<file path="src/rtl/cpu_defs_pkg.sv">
// Shared CPU definitions: ALU op encodings, datapath widths and the
// control-field bubble loaded into the ID/EX register on a kill or stall.
package cpu_defs;

  localparam int DATA_WIDTH     = 32;
  localparam int SEL_WIDTH      = 4;
  localparam int REG_ADDR_WIDTH = 5;

  typedef enum logic [SEL_WIDTH-1:0] {
    ALU_ADD = 4'd0,
    ALU_SUB = 4'd1,
    ALU_AND = 4'd2,
    ALU_OR  = 4'd3,
    ALU_XOR = 4'd4,
    ALU_NOR = 4'd5,
    ALU_SLT = 4'd6,
    ALU_SLL = 4'd7,
    ALU_SRL = 4'd8
  } alu_op_e;

  // Single-bit controls carried through the ID/EX register.
  typedef struct packed {
    logic valid;
    logic use_imm;
    logic reg_write;
    logic mem_read;
    logic mem_write;
  } ex_ctrl_t;

  // A bubble does nothing: no valid flag, no writes, no memory access.
  localparam ex_ctrl_t CTRL_BUBBLE = '{
    valid: 1'b0, use_imm: 1'b0, reg_write: 1'b0, mem_read: 1'b0, mem_write: 1'b0
  };

  // Opcode carried by a bubble.
  localparam alu_op_e OP_BUBBLE = ALU_ADD;

endpackage

</file>
<file path="src/rtl/id_ex_stage_fwd_mux.sv">
// Three-way priority forwarding select for one ALU source operand.
// EX/MEM beats MEM/WB beats the register-file value; register 0 is never forwarded.
module fwd_mux
  import cpu_defs::*;
#(
  parameter int DATA_WIDTH     = cpu_defs::DATA_WIDTH,
  parameter int REG_ADDR_WIDTH = cpu_defs::REG_ADDR_WIDTH
) (
  input  logic [REG_ADDR_WIDTH-1:0] src,
  input  logic [DATA_WIDTH-1:0]     reg_data,
  input  logic                      exmem_reg_write,
  input  logic [REG_ADDR_WIDTH-1:0] exmem_rd,
  input  logic [DATA_WIDTH-1:0]     exmem_result,
  input  logic                      memwb_reg_write,
  input  logic [REG_ADDR_WIDTH-1:0] memwb_rd,
  input  logic [DATA_WIDTH-1:0]     memwb_result,
  output logic [DATA_WIDTH-1:0]     fwd
);

  logic hit_exmem;
  logic hit_memwb;

  assign hit_exmem = exmem_reg_write && (exmem_rd != '0) && (exmem_rd == src);
  assign hit_memwb = memwb_reg_write && (memwb_rd != '0) && (memwb_rd == src);

  // Younger producer (EX/MEM) wins when both stages target the same register.
  always_comb begin
    fwd = reg_data;
    if (hit_exmem)      fwd = exmem_result;
    else if (hit_memwb) fwd = memwb_result;
  end

endmodule

</file>
<file path="src/rtl/id_ex_stage.sv">
// ID/EX pipeline register with operand forwarding and load-use stall detection.
// Feeds the ALU directly; forwarding acts on the registered source indices.
module id_ex_stage
  import cpu_defs::*;
#(
  parameter int DATA_WIDTH     = cpu_defs::DATA_WIDTH,
  parameter int SEL_WIDTH      = cpu_defs::SEL_WIDTH,
  parameter int REG_ADDR_WIDTH = cpu_defs::REG_ADDR_WIDTH
) (
  input  logic                      clk,
  input  logic                      rst,
  input  logic                      flush,
  input  logic                      id_valid,
  input  logic [REG_ADDR_WIDTH-1:0] id_rs,
  input  logic [REG_ADDR_WIDTH-1:0] id_rt,
  input  logic [REG_ADDR_WIDTH-1:0] id_rd,
  input  logic                      id_uses_rt,
  input  logic [DATA_WIDTH-1:0]     id_rs_data,
  input  logic [DATA_WIDTH-1:0]     id_rt_data,
  input  logic [DATA_WIDTH-1:0]     id_imm,
  input  logic [4:0]                id_shamt,
  input  logic [SEL_WIDTH-1:0]      id_alu_op,
  input  logic                      id_use_imm,
  input  logic                      id_reg_write,
  input  logic                      id_mem_read,
  input  logic                      id_mem_write,
  input  logic                      exmem_reg_write,
  input  logic [REG_ADDR_WIDTH-1:0] exmem_rd,
  input  logic [DATA_WIDTH-1:0]     exmem_result,
  input  logic                      memwb_reg_write,
  input  logic [REG_ADDR_WIDTH-1:0] memwb_rd,
  input  logic [DATA_WIDTH-1:0]     memwb_result,
  output logic                      stall,
  output logic                      ex_valid,
  output logic [DATA_WIDTH-1:0]     alu_operand1,
  output logic [DATA_WIDTH-1:0]     alu_operand2,
  output logic [4:0]                alu_shamt,
  output logic [SEL_WIDTH-1:0]      alu_opSel,
  output logic [DATA_WIDTH-1:0]     ex_store_data,
  output logic [REG_ADDR_WIDTH-1:0] ex_rd,
  output logic                      ex_reg_write,
  output logic                      ex_mem_read,
  output logic                      ex_mem_write
);

  ex_ctrl_t                  ctrl;
  logic [REG_ADDR_WIDTH-1:0] rs;
  logic [REG_ADDR_WIDTH-1:0] rt;
  logic [REG_ADDR_WIDTH-1:0] rd;
  logic [DATA_WIDTH-1:0]     rs_data;
  logic [DATA_WIDTH-1:0]     rt_data;
  logic [DATA_WIDTH-1:0]     imm;
  logic [4:0]                shamt;
  logic [SEL_WIDTH-1:0]      alu_op;
  logic                      load_bubble;
  logic [DATA_WIDTH-1:0]     fwd_rs;
  logic [DATA_WIDTH-1:0]     fwd_rt;

  // Load-use: the load in EX has not produced data yet, so hold decode one cycle.
  assign stall = ctrl.valid && ctrl.mem_read && (rd != '0) && id_valid &&
                 ((rd == id_rs) || (id_uses_rt && (rd == id_rt)));

  // Flush, stall and an empty decode slot all insert a bubble.
  assign load_bubble = flush || stall || !id_valid;

  // Pipeline register: bubble clears every field, otherwise capture decode.
  always_ff @(posedge clk or negedge rst) begin
    if (!rst) begin
      ctrl    <= CTRL_BUBBLE;
      rs      <= '0;
      rt      <= '0;
      rd      <= '0;
      rs_data <= '0;
      rt_data <= '0;
      imm     <= '0;
      shamt   <= '0;
      alu_op  <= SEL_WIDTH'(OP_BUBBLE);
    end else if (load_bubble) begin
      ctrl    <= CTRL_BUBBLE;
      rs      <= '0;
      rt      <= '0;
      rd      <= '0;
      rs_data <= '0;
      rt_data <= '0;
      imm     <= '0;
      shamt   <= '0;
      alu_op  <= SEL_WIDTH'(OP_BUBBLE);
    end else begin
      ctrl.valid     <= 1'b1;
      ctrl.use_imm   <= id_use_imm;
      ctrl.reg_write <= id_reg_write;
      ctrl.mem_read  <= id_mem_read;
      ctrl.mem_write <= id_mem_write;
      rs             <= id_rs;
      rt             <= id_rt;
      rd             <= id_rd;
      rs_data        <= id_rs_data;
      rt_data        <= id_rt_data;
      imm            <= id_imm;
      shamt          <= id_shamt;
      alu_op         <= id_alu_op;
    end
  end

  fwd_mux #(.DATA_WIDTH(DATA_WIDTH), .REG_ADDR_WIDTH(REG_ADDR_WIDTH)) u_fwd_rs (
    .src             (rs),
    .reg_data        (rs_data),
    .exmem_reg_write (exmem_reg_write),
    .exmem_rd        (exmem_rd),
    .exmem_result    (exmem_result),
    .memwb_reg_write (memwb_reg_write),
    .memwb_rd        (memwb_rd),
    .memwb_result    (memwb_result),
    .fwd             (fwd_rs)
  );

  fwd_mux #(.DATA_WIDTH(DATA_WIDTH), .REG_ADDR_WIDTH(REG_ADDR_WIDTH)) u_fwd_rt (
    .src             (rt),
    .reg_data        (rt_data),
    .exmem_reg_write (exmem_reg_write),
    .exmem_rd        (exmem_rd),
    .exmem_result    (exmem_result),
    .memwb_reg_write (memwb_reg_write),
    .memwb_rd        (memwb_rd),
    .memwb_result    (memwb_result),
    .fwd             (fwd_rt)
  );

  assign ex_valid      = ctrl.valid;
  assign ex_reg_write  = ctrl.reg_write;
  assign ex_mem_read   = ctrl.mem_read;
  assign ex_mem_write  = ctrl.mem_write;
  assign ex_rd         = rd;
  assign alu_shamt     = shamt;
  assign alu_opSel     = alu_op;
  assign alu_operand1  = fwd_rs;
  assign alu_operand2  = ctrl.use_imm ? imm : fwd_rt;
  assign ex_store_data = fwd_rt;

endmodule

</file>
<file path="config.mk">
export PLATFORM = sky130hd
export DESIGN_NAME = id_ex_stage
export DESIGN_NICKNAME = d
export VERILOG_FILES = /design/src/rtl/cpu_defs_pkg.sv /design/src/rtl/id_ex_stage_fwd_mux.sv /design/src/rtl/id_ex_stage.sv
export SDC_FILE = /design/constraint.sdc
export NUM_CORES = 1
export LEC_CHECK = 0
export BUFFER_PORTS_ARGS = -buffer_cell sky130_fd_sc_hd__buf_4
export CORE_ASPECT_RATIO = 1.5
export CORE_MARGIN = 2
export CORE_UTILIZATION = 42
export CTS_CLUSTER_DIAMETER = 50
export DETAILED_ROUTE_END_ITERATION = 7
export PLACE_DENSITY = 0.77
export SLEW_MARGIN = 0
export SYNTH_ARGS = -nofsm -noshare
export SYNTH_HDL_FRONTEND = slang
export SYNTH_SLANG_ARGS = --single-unit
</file>
<file path="constraint.sdc">
create_clock -name clk -period 2.1 [get_ports clk]
set_clock_uncertainty 0.2 [all_clocks]
set_input_delay 0.105 -clock clk [delete_from_list [all_inputs] [get_ports clk]]
set_output_delay 0.105 -clock clk [all_outputs]
set_load 0.005 [all_outputs]
</file>
; ---- After elaboration in Yosys (flattened, before gate mapping)
; Index checks and enable logic that the tools add are counted.
[word_totals]
inputBits = 205
ff_bits = 125
word_cells = 51
[op_classes]
n_reduce_logical = 18
n_eq_ne = 6
mux = 14
[op_table]
columns = op, n
row1 = $mux 32, 8
row2 = $eq 5x5->1, 6
row3 = $mux 5, 5
row4 = $reduce_bool 5->1, 3
row5 = $logic_and 1x1->1, 11
row6 = $mux 4, 1
row7 = $logic_or 1x1->1, 3
row8 = $logic_not 1->1, 1

; ---- Longest topological paths before layout
; Gate-level depths: netlist (run 1).
[depth]
depth_word = 7
ltp_mapped = 7
depth_no_buf = 5

; ---- Hierarchy
; From an unflattened synthesis (run 1), not the netlist that was laid out.
[unflattened]
hier_cells = 842
hier_area_um2 = 7305.8
[by_module_without_submodules]
columns = mod, cells_per_inst, n_inst, area_per_inst_um2, seq_area_each_um2
row1 = id_ex_stage, 472, 1, 4971.0, 3128.0
row2 = fwd_mux, 185, 2, 1167.4, 0.0

; ---- Worst setup path before layout (run 1)
; Ideal clock, no wire load.
[synth_path]
path_type = flip-flop to output port
start = register rt[0]
end = output alu_operand2[17]
path_stages_with_launch = 8
slack_ns = 0.010
required_time_ns = 1.795
arrival_ns = 1.785
path_cell_list = dfrtp_1 > xnor2_1 > nand4_1 > clkbuf_1 > clkbuf_1 > or3_1 > a31oi_1 > mux2_2
[synth_via]
elab_chain_cells = 5
word_cells_on_any_way = 7
[synth_lines]
columns = item, line_no
row1 = "start, declared", id_ex_stage.sv:48  ; logic [REG_ADDR_WIDTH-1:0] rt;
row2 = "start signal, assigned", id_ex_stage.sv:95  ; rt <= id_rt;
row3 = $eq 5x5->1, id_ex_stage_fwd_mux.sv:24  ; assign hit_memwb = memwb_reg_write && (memwb_rd != '0) && (memwb_rd == src);
row4 = $logic_and 1x1->1, id_ex_stage_fwd_mux.sv:24
row5 = $mux 32, id_ex_stage_fwd_mux.sv:30  ; else if (hit_memwb) fwd = memwb_result;
row6 = $mux 32 (*), id_ex_stage_fwd_mux.sv:29  ; if (hit_exmem) fwd = exmem_result;
row7 = via ex_store_data[17], id_ex_stage.sv:39  ; output logic [DATA_WIDTH-1:0] ex_store_data,
row8 = $mux 32 (*), id_ex_stage.sv:137  ; assign alu_operand2 = ctrl.use_imm ? imm : fwd_rt;
row9 = "end, declared", id_ex_stage.sv:36  ; output logic [DATA_WIDTH-1:0] alu_operand2,
; Mark *: on every way through the listed nets, which the timed path passes. The rest lies on a longest branch.

; ---- Worst setup path after layout (run 1)
[layout_path]
start = register rs[1]
end = output alu_operand1[25]
[layout_via]
elab_chain_cells = 4
word_cells_on_any_way = 6
[layout_lines]
columns = item, line_no
row1 = "start, declared", id_ex_stage.sv:47  ; logic [REG_ADDR_WIDTH-1:0] rs;
row2 = "start signal, assigned", id_ex_stage.sv:94  ; rs <= id_rs;
row3 = $eq 5x5->1, id_ex_stage_fwd_mux.sv:24
row4 = $logic_and 1x1->1, id_ex_stage_fwd_mux.sv:24
row5 = $mux 32, id_ex_stage_fwd_mux.sv:30
row6 = $mux 32 (*), id_ex_stage_fwd_mux.sv:29
row7 = "end, declared", id_ex_stage.sv:35  ; output logic [DATA_WIDTH-1:0] alu_operand1,
; Every way passes the cells marked *; elsewhere a longest branch is shown, timed or not.

==> impl_metrics.env, run 1 <==
export IMPL_first_global_vias=8075
export IMPL_synth_edf_count=0
export IMPL_via_count=7635
export IMPL_grt_max_degree=57
export IMPL_tritoncts="yes"
export IMPL_cp_arrival_ns=2.46
export IMPL_min_period_over_period_pct=132
export IMPL_endpoint_kind="output port"
export IMPL_slew_violations=0
export IMPL_n_antenna_cell=0
export IMPL_synthTopCellsByArea="dfrtp_1, and2_1, mux2i_1"
export IMPL_overflow=0
export IMPL_netlist_area_um2=6430
export IMPL_worst_pin_slew_ns=0.573
export IMPL_synth_warnings=0
export IMPL_areaGrowthSynthToFinish_pct=103
export IMPL_numCtsBuffers=17
export IMPL_clk_latency_ns=0.41
export IMPL_fmax_mhz=362
export IMPL_drcViolationCount=0
export IMPL_cp_required_ns=1.79
export IMPL_synth_top_area_cell="dfrtp_1"
export IMPL_hold_viol=0
export IMPL_worst_path_max_fanout=8
export IMPL_drt_first_pass_iters=5
export IMPL_gp_congestion=0.956
export IMPL_drive_gt1_share_pct=53.0
export IMPL_via_per_inst=5.59
export IMPL_root_buffer="clkbuf_16"
export IMPL_syn_area_per_cell_um2=10.0
export IMPL_status="finished with violations"
export IMPL_detail_route_antenna_nets=0
export IMPL_die_area_um2=16300
export IMPL_dpl_hpwl_um=16400
export IMPL_initial_core_util_pct=42.9
export IMPL_yosys_top_cells_count="and2_1, dfrtp_1, nor2_1, a21oi_1, mux2i_1"
export IMPL_rsz0062_at_grt="true"
export IMPL_clkSlewWorstSetupHoldPaths_ns=0.06
export IMPL_synth_cell_types=35
export IMPL_routedWlPerCell_um=24.1
export IMPL_cts_max_level=4
export IMPL_io_pins=320
export IMPL_antenna_found_initial=0
export IMPL_numClockSinks=125
export IMPL_synthCells=641
export IMPL_synth_top_flop_cell="dfrtp_1"
export IMPL_power_density_nw_per_um2=573
export IMPL_synth_top_area_share_pct=48.7
export IMPL_synth_async_reset_ratio_pct=100
export IMPL_worst_slack_ns=-0.666
export IMPL_grt_use_total_pct=34.0
export IMPL_setup_violations=96
export IMPL_cp_start_kind="register"
export IMPL_power_leakage_nw=6.06
export IMPL_dpl_instance_area_um2=9520
export IMPL_synth_seq_cells=125
export IMPL_pre_cts_slack_ns=-0.216
export IMPL_final_min_clock_period_ns=2.77
export IMPL_violations="negative setup slack"
export IMPL_ys_seq_area_share_pct=48.7
export IMPL_cts_buffer_depth=2
export IMPL_fin_area_um2=13100
export IMPL_nets=1360
export IMPL_die_w_um=105
export IMPL_criticalPathCategory="reg -> out"
export IMPL_syn_num_nets=846
export IMPL_core_area_um2=15000
export IMPL_die_h_um=156
export IMPL_final_cell_count_no_fill=1367
export IMPL_dpl_cell_count=1180
export IMPL_grt_pass1_wl_um=42800
export IMPL_drt_initial_drc_count=388
export IMPL_drt_wl_total_um=32900
export IMPL_min_path_type="in -> async"
export IMPL_rows=55
export IMPL_max_slew_margin_pct=61.8
export IMPL_ir_worst_vdd_mv=0.483
export IMPL_io_buffers=319
export IMPL_maxCapViolations=0
## cell usage in the layout (no fill, tap or decap), types with 18 or more instances in the layout
cell type	Yosys	routed
buf_6	3	52
clkbuf_16	0	25
a21oi_1	34	18
xnor2_1	25	18
nor2_4	0	19
dlygate4sd3_1	0	127
mux2i_1	32	20
dfrtp_1	125	122
and2_1	125	125
inv_1	24	24
buf_4	2	337
## metrics by stage
step	hold slack [ns]	utilization [%]	power [mW]	setup TNS [ns]
after CTS	0.0493	81.1	7.23	-40.60
after floorplan	-0.391	-	2.95	0
final	0.0285	87.2	7.49	-48.40
after global routing	0.0886	87.2	7.69	-54.68
after detailed placement	-0.0900	63.5	3.71	-9.87
after global placement	-0.0868	63.5	3.70	-7.37
## state kept, by name, indices dropped and copies added, names as in the netlist
| register | count |
|---|---|
| imm | 32 |
| ex_mem_write | 1 |
| ex_mem_read | 1 |
| ex_valid | 1 |
| ex_rd | 5 |
| rt | 5 |
| alu_opSel | 4 |
| alu_shamt | 5 |
| rt_data | 32 |
| rs | 5 |
| ex_reg_write | 1 |
| rs_data | 32 |
| ctrl | 1 |
## logic make-up after synthesis
family / count (synthesis) / synth area share (%)
DFF: 125 / 48.7
muxes: 56 / 9.19
buffers and inverters: 70 / 4.69
and+or+nand+nor: 258 / 22.4
xor gates and xnor gates: 30 / 4.20
AOI/OAI and AO/OA: 102 / 10.8
## area by class of cell
| cell class | count | area, um2 |
|---|---|---|
| Timing Repair Buffer | 540 | 4900 |
| Multi-Input combinational cell | 447 | 4070 |
| Sequential cell | 125 | 3130 |
| Fill cell | 664 | 1930 |
| Clock buffer | 20 | 457 |
| Tap cell | 199 | 249 |
| Clock inverter | 12 | 185 |
| Inverter | 24 | 90.1 |
## routing by layer
layer	share of wire, %	GRT usage, %
met1	33	36.7
met2	54	61.3
met3	6.7	6.91
met4	6.6	19.9
met5	0	0
## final timing paths
path | to | from | slack, ns | cells after the start
worst max register to register | rs_data[23] | ex_rd[0] | 0.15 | 5
worst min-delay path | imm[17] | rst | 0.03 | 2
worst max-delay path | alu_operand1[25] | rs[1] | -0.67 | 9
max in group asynchronous | rt[4] | rst | 1.06 | 3
min in group clk | ex_valid | id_uses_rt | 0.19 | 6
worst min register to register | ex_valid | ex_valid | 0.81 | 4
## what timing repair did
item | in CTS | in global routing
gates resized for setup | 128 | 148
pin swaps | 43 | 36
endpoints found under the setup margin | 96 | 150
buffers inserted | 11 | 4
gates cloned | 2 | 12
endpoints found under the hold margin | 250 | 0
hold buffers | 127 | 0
## where the power goes
| group | switching [mW] | internal (mW) | total, mW | leakage [nW] |
|---|---|---|---|---|
| sequential | 0.0504 | 2.50 | 2.55 | 1.68 |
| combinational | 0.721 | 0.957 | 1.68 | 4.08 |
| clock | 1.20 | 2.06 | 3.26 | 0.299 |
| total | 1.97 | 5.52 | 7.49 | 6.06 |
## worst max-delay path, cell delays in order (launching register included)
cell and delay, ns:
dfrtp_1 0.41, xnor2_2 0.23, nand4_1 0.18, nor4_4 0.21
buf_6 0.16, buf_12 0.16, buf_12 0.13, mux2i_1 0.27
a21oi_1 0.12, buf_4 0.16
No activity file was read; power rests on OpenSTA's default activity.
==> run 2: changes to the inputs <==
--- a/config.mk
+++ b/config.mk
@@ -6,12 +6,14 @@
 export NUM_CORES = 1
 export LEC_CHECK = 0
 export BUFFER_PORTS_ARGS = -buffer_cell sky130_fd_sc_hd__buf_4
+export CELL_PAD_IN_SITES_DETAIL_PLACEMENT = 1
+export CELL_PAD_IN_SITES_GLOBAL_PLACEMENT = 1
 export CORE_ASPECT_RATIO = 1.5
 export CORE_MARGIN = 2
-export CORE_UTILIZATION = 42
+export CORE_UTILIZATION = 30
 export CTS_CLUSTER_DIAMETER = 50
 export DETAILED_ROUTE_END_ITERATION = 7
-export PLACE_DENSITY = 0.77
+export PLACE_DENSITY_LB_ADDON = 0.1
 export SLEW_MARGIN = 0
 export SYNTH_ARGS = -nofsm -noshare
 export SYNTH_HDL_FRONTEND = slang
==> impl_metrics.env, run 2 (same netlist as run 1, synthesis figures left out) <==
export IMPL_cp_start_kind="register"
export IMPL_fillers=2219
export IMPL_gp_congestion=0.858
export IMPL_rsz0062_at_grt="true"
export IMPL_first_global_vias=7916
export IMPL_die_h_um=183
export IMPL_power_leakage_nw=5.89
export IMPL_fmax_mhz=377
export IMPL_critPathMaxStageDelay_ns=0.41
export IMPL_power_density_nw_per_um2=571
export IMPL_maxCapViolations=0
export IMPL_root_buffer="clkbuf_16"
export IMPL_layout_common_cells="buf_4, dlygate4sd3_1, and2_1, dfrtp_1, buf_6"
export IMPL_drcViolationCount=0
export IMPL_cp_required_ns=1.79
export IMPL_cts_buffer_depth=2
export IMPL_die_w_um=124
export IMPL_via_count=6792
export IMPL_drt_initial_drc_count=216
export IMPL_crit_slowest_cell="dfrtp_1"
export IMPL_antenna_found_initial=1
export IMPL_ir_worst_vdd_mv=0.527
export IMPL_io_pins=320
export IMPL_worst_path_buf_inv=3
export IMPL_drt_first_pass_iters=4
export IMPL_worst_path_max_fanout=12
export IMPL_min_period_over_period_pct=126
export IMPL_final_min_clock_period_ns=2.65
export IMPL_setup_tns_ns=-41.89
export IMPL_criticalPathCategory="reg -> out"
export IMPL_max_slew_margin_pct=66.0
export IMPL_setup_violations=96
export IMPL_endpoint_kind="output port"
export IMPL_nets=1340
export IMPL_clk_latency_ns=0.42
export IMPL_clkSlewWorstSetupHoldPaths_ns=0.06
export IMPL_drt_wl_total_um=28800
export IMPL_crit_path_frequent_cell="buf_4"
export IMPL_crit_family="buffers and inverters"
export IMPL_routedWlPerCell_um=20.3
export IMPL_slew_violations=0
export IMPL_final_cell_count_no_fill=1417
export IMPL_crit_chain="xnor2_1 > nand4_1 > buf_4 > buf_4 > nor3_2 > a31oi_4 > mux2_2 > buf_4"
export IMPL_worst_slack_ns=-0.554
export IMPL_via_per_inst=4.79
export IMPL_min_path_type="in -> reg"
export IMPL_pre_cts_slack_ns=-0.369
export IMPL_die_area_um2=22600
export IMPL_status="finished with violations"
export IMPL_grt_use_total_pct=25.0
export IMPL_grt_max_degree=87
export IMPL_detail_route_antenna_nets=0
export IMPL_dpl_cell_count=1248
export IMPL_cp_arrival_ns=2.35
export IMPL_numClockSinks=125
export IMPL_violations="negative setup slack"
export IMPL_numCtsBuffers=17
export IMPL_rows=65
export IMPL_io_buffers=319
export IMPL_initial_core_util_pct=30.5
export IMPL_areaGrowthSynthToFinish_pct=97.2
export IMPL_layout_commonest_cell="buf_4"
export IMPL_worst_pin_slew_ns=0.510
export IMPL_hold_viol=0
export IMPL_tritoncts="yes"
export IMPL_cts_max_level=4
export IMPL_core_area_um2=21100
export IMPL_overflow=0
export IMPL_drive_gt1_share_pct=50.5
export IMPL_grt_pass1_wl_um=42300
export IMPL_largestRegisters="imm x32, rs_data x32, rt_data x32"
export IMPL_dpl_hpwl_um=18700
[run 2: changes by cell type in the layout (fill, tap and decap cells not counted), moves of 6 or more]
| cell | change |
|---|---|
| or3_4 | +13 |
| a21oi_1 | +8 |
| or3_1 | -13 |
| buf_6 | -8 |
| clkbuf_16 | -8 |
| a21oi_2 | -6 |
| o21ai_0 | -6 |
| nor2_4 | -15 |
| nor2_1 | +20 |
[run 2: layout make-up]
class / count / area (um2) / area share, %
Antenna cell: 1 / 2.50 / 0.0197
Clock buffer: 20 / 447 / 3.52
Clock inverter: 12 / 169 / 1.33
Inverter: 24 / 90.1 / 0.711
Multi-Input combinational cell: 446 / 3900 / 30.7
Sequential cell: 125 / 3130 / 24.7
Tap cell: 268 / 335 / 2.65
Timing Repair Buffer: 521 / 4600 / 36.3
[run 2: per-layer routing]
metal / global-route usage (%) / routed length [um] / vias up
met3: 6.75 / 1630 / 38
met4: 10.0 / 722 / 0
li1: - / - / 3163
met5: 0 / 0 / -
met1: 25.3 / 10000 / 3365
met2: 47.4 / 16400 / 226
[run 2: path summary, 6_finish.rpt]
path	startpoint	end	slack, ns	depth (start not counted)
hold / removal	id_uses_rt	ex_valid	0.09	5
hold reg to reg	ex_mem_read	ex_valid	0.80	4
setup reg to reg	ex_rd[4]	rt_data[17]	0.20	6
setup / recovery	rt[4]	alu_operand2[10]	-0.55	8
max in group asynchronous	rst	imm[10]	0.57	4
min in group asynchronous	rst	imm[30]	0.52	3
[run 2: through the flow]
| stage | total power [mW] | utilization (%) | instance area, um2 | hold slack, ns |
|---|---|---|---|---|
| 6_report | 7.24 | 60.2 | 12700 | 0.0888 |
| 2_1_floorplan | 2.95 | - | 6430 | -0.391 |
| 3_3_place_gp | 3.73 | 45.6 | 9620 | -0.148 |
| 4_1_cts | 7.20 | 58.4 | 12300 | 0.0977 |
| 5_1_grt | 7.54 | 60.2 | 12700 | 0.129 |
| 3_5_place_dp | 3.75 | 45.6 | 9620 | -0.146 |
[run 2: report_power, final]
part           internal, mW  leakage, nW  total (mW)  switching (mW)
Combinational         0.934         3.91        1.57           0.638
Clock                  2.01        0.300        3.11            1.10
Sequential             2.50         1.68        2.55          0.0508
Total                  5.44         5.89        7.24            1.79
[run 2: timing repair]
action                                 in CTS  in global routing
setup endpoints to repair                  97                 97
cloned                                      2                  0
resized for setup                         155                 80
endpoints found under the hold margin     250                  0
pin swaps                                  56                 30
hold buffers                              128                  0
buffers inserted                            7                  0
[run 2: worst min-delay path, cell delays in order]
cell and delay [ns]:
buf_4 0.08, nand2_1 0.05, o22ai_2 0.16, a21oi_4 0.11, buf_12 0.16
==> run 3: changes to the inputs <==
--- a/config.mk
+++ b/config.mk
@@ -14,6 +14,7 @@
 export CTS_CLUSTER_DIAMETER = 50
 export DETAILED_ROUTE_END_ITERATION = 7
 export PLACE_DENSITY_LB_ADDON = 0.1
+export SKIP_CTS_REPAIR_TIMING = 1
 export SLEW_MARGIN = 0
 export SYNTH_ARGS = -nofsm -noshare
 export SYNTH_HDL_FRONTEND = slang
==> impl_metrics.env, run 3 (same netlist as run 1, synthesis figures left out) <==
export IMPL_status="finished with violations"
export IMPL_violations="negative setup slack"
export IMPL_die_w_um=124
export IMPL_crit_slowest_cell="dfrtp_1"
export IMPL_drcViolationCount=0
export IMPL_core_area_um2=21100
export IMPL_rows=65
export IMPL_cts_max_level=4
export IMPL_first_global_vias=6730
export IMPL_grt_use_total_pct=21.5
export IMPL_cp_required_ns=1.79
export IMPL_io_pins=320
export IMPL_endpoint_kind="output port"
export IMPL_die_area_um2=22600
export IMPL_max_slew_margin_pct=64.4
export IMPL_whs_ns=0.125
export IMPL_dpl_hpwl_um=18700
export IMPL_clkSlewWorstSetupHoldPaths_ns=0.05
export IMPL_grt_max_degree=87
export IMPL_dpl_cell_count=1248
export IMPL_setup_tns_ns=-41.06
export IMPL_tritoncts="yes"
export IMPL_cp_arrival_ns=2.34
export IMPL_grt_pass1_wl_um=35900
export IMPL_power_density_nw_per_um2=580
export IMPL_antenna_found_initial=2
export IMPL_min_path_type="in -> reg"
export IMPL_layout_common_cells="buf_4, dlygate4sd3_1, and2_1, dfrtp_1, nor2_1"
export IMPL_hold_path_startpoint="id_uses_rt"
export IMPL_via_per_inst=4.80
export IMPL_slew_violations=0
export IMPL_criticalPathCategory="reg -> out"
export IMPL_gp_congestion=0.858
export IMPL_fillers=2289
export IMPL_drive_gt1_share_pct=47.0
export IMPL_setup_violations=96
export IMPL_min_period_over_period_pct=126
export IMPL_timing_rr_start="ex_rd[4]"
export IMPL_numClockSinks=125
export IMPL_power_leakage_nw=5.83
export IMPL_rsz0062_at_grt="true"
export IMPL_layout_commonest_cell="buf_4"
export IMPL_largestRegisters="imm x32, rs_data x32, rt_data x32"
export IMPL_worst_pin_slew_ns=0.534
export IMPL_final_cell_count_no_fill=1420
export IMPL_startpoint="rt[4]"
export IMPL_crit_chain="xnor2_1 > nand4_1 > buf_4 > buf_4 > nor3_1 > a31oi_4 > mux2_2 > buf_4"
export IMPL_io_buffers=319
export IMPL_pre_cts_slack_ns=-0.369
export IMPL_fmax_mhz=379
export IMPL_routedWlPerCell_um=19.8
export IMPL_initial_core_util_pct=30.5
export IMPL_worst_slack_ns=-0.541
export IMPL_cp_start_kind="register"
export IMPL_ir_worst_vdd_mv=0.481
export IMPL_areaGrowthSynthToFinish_pct=91.7
export IMPL_die_h_um=183
export IMPL_worst_path_max_fanout=12
export IMPL_drt_first_pass_iters=4
export IMPL_critPathMaxStageDelay_ns=0.41
export IMPL_hold_viol=0
export IMPL_drt_initial_drc_count=184
export IMPL_nets=1341
export IMPL_cts_buffer_depth=2
export IMPL_via_count=6823
export IMPL_numCtsBuffers=17
export IMPL_overflow=0
export IMPL_maxCapViolations=0
export IMPL_crit_path_frequent_cell="buf_4"
export IMPL_detail_route_antenna_nets=0
export IMPL_clk_latency_ns=0.42
export IMPL_final_min_clock_period_ns=2.64
export IMPL_drt_wl_total_um=28100
export IMPL_root_buffer="clkbuf_16"
-- run 3: changes by cell type in the layout (fill, tap and decap cells not counted), moves of 12 or more --
cell | before | now
nor3_2 | 21 | 9
nor3_1 | 4 | 16
buf_4 | 333 | 353
buf_6 | 44 | 23
-- run 3: final timing paths --
kind / end / slack, ns / depth (start not counted)
worst max-delay path: alu_operand2[11] / -0.54 / 8
worst min-delay path: ex_valid / 0.12 / 5
worst max register to register: imm[11] / 0.17 / 6
worst min register to register: ex_valid / 0.80 / 4
max in group asynchronous: imm[25] / 0.13 / 4
min in group asynchronous: rs_data[25] / 0.52 / 3
-- run 3: critical path, delay by kind of cell, from the launching register on --
| kind | cells | cell delay, ns |
|---|---|---|
| buffers and inverters | 3 | 0.51 |
| and+or+nand+nor | 2 | 0.48 |
| DFF | 1 | 0.41 |
| muxes | 1 | 0.27 |
| xor gates and xnor gates | 1 | 0.17 |
| AOI/OAI and AO/OA | 1 | 0.06 |
-- run 3: layout make-up --
cell class	count	area [um2]	share of cell area, %
diodes	3	7.51	0.0609
clock buffers	20	447	3.62
clock inverters	12	169	1.37
inverters	24	90.1	0.731
multi-input cells	446	3600	29.2
flip-flops and latches	125	3130	25.4
well taps	268	335	2.72
repair buffers	522	4550	36.9
-- run 3: through the flow --
step | cell area (um2) | total power [mW] | util, %
after floorplan | 6430 | 2.95 | -
after global placement | 9620 | 3.73 | 45.6
after detailed placement | 9620 | 3.75 | 45.6
after CTS | 10200 | 6.88 | 48.6
after global routing | 12300 | 7.46 | 58.5
final | 12300 | 7.15 | 58.5
-- run 3: report_power, final --
part / switching [mW] / internal, mW
Combinational: 0.605 / 0.897
Sequential: 0.0479 / 2.50
Clock: 1.09 / 2.01
Total: 1.75 / 5.40
-- run 3: routing by layer --
layer  global-route usage [%]  vias up  routed length [um]
met1                     21.0     3389                9710
met5                        0        -                   0
met2                     41.1      233               16200
li1                         -     3160                   -
met4                     7.82        0                 582
met3                     6.84       41                1640
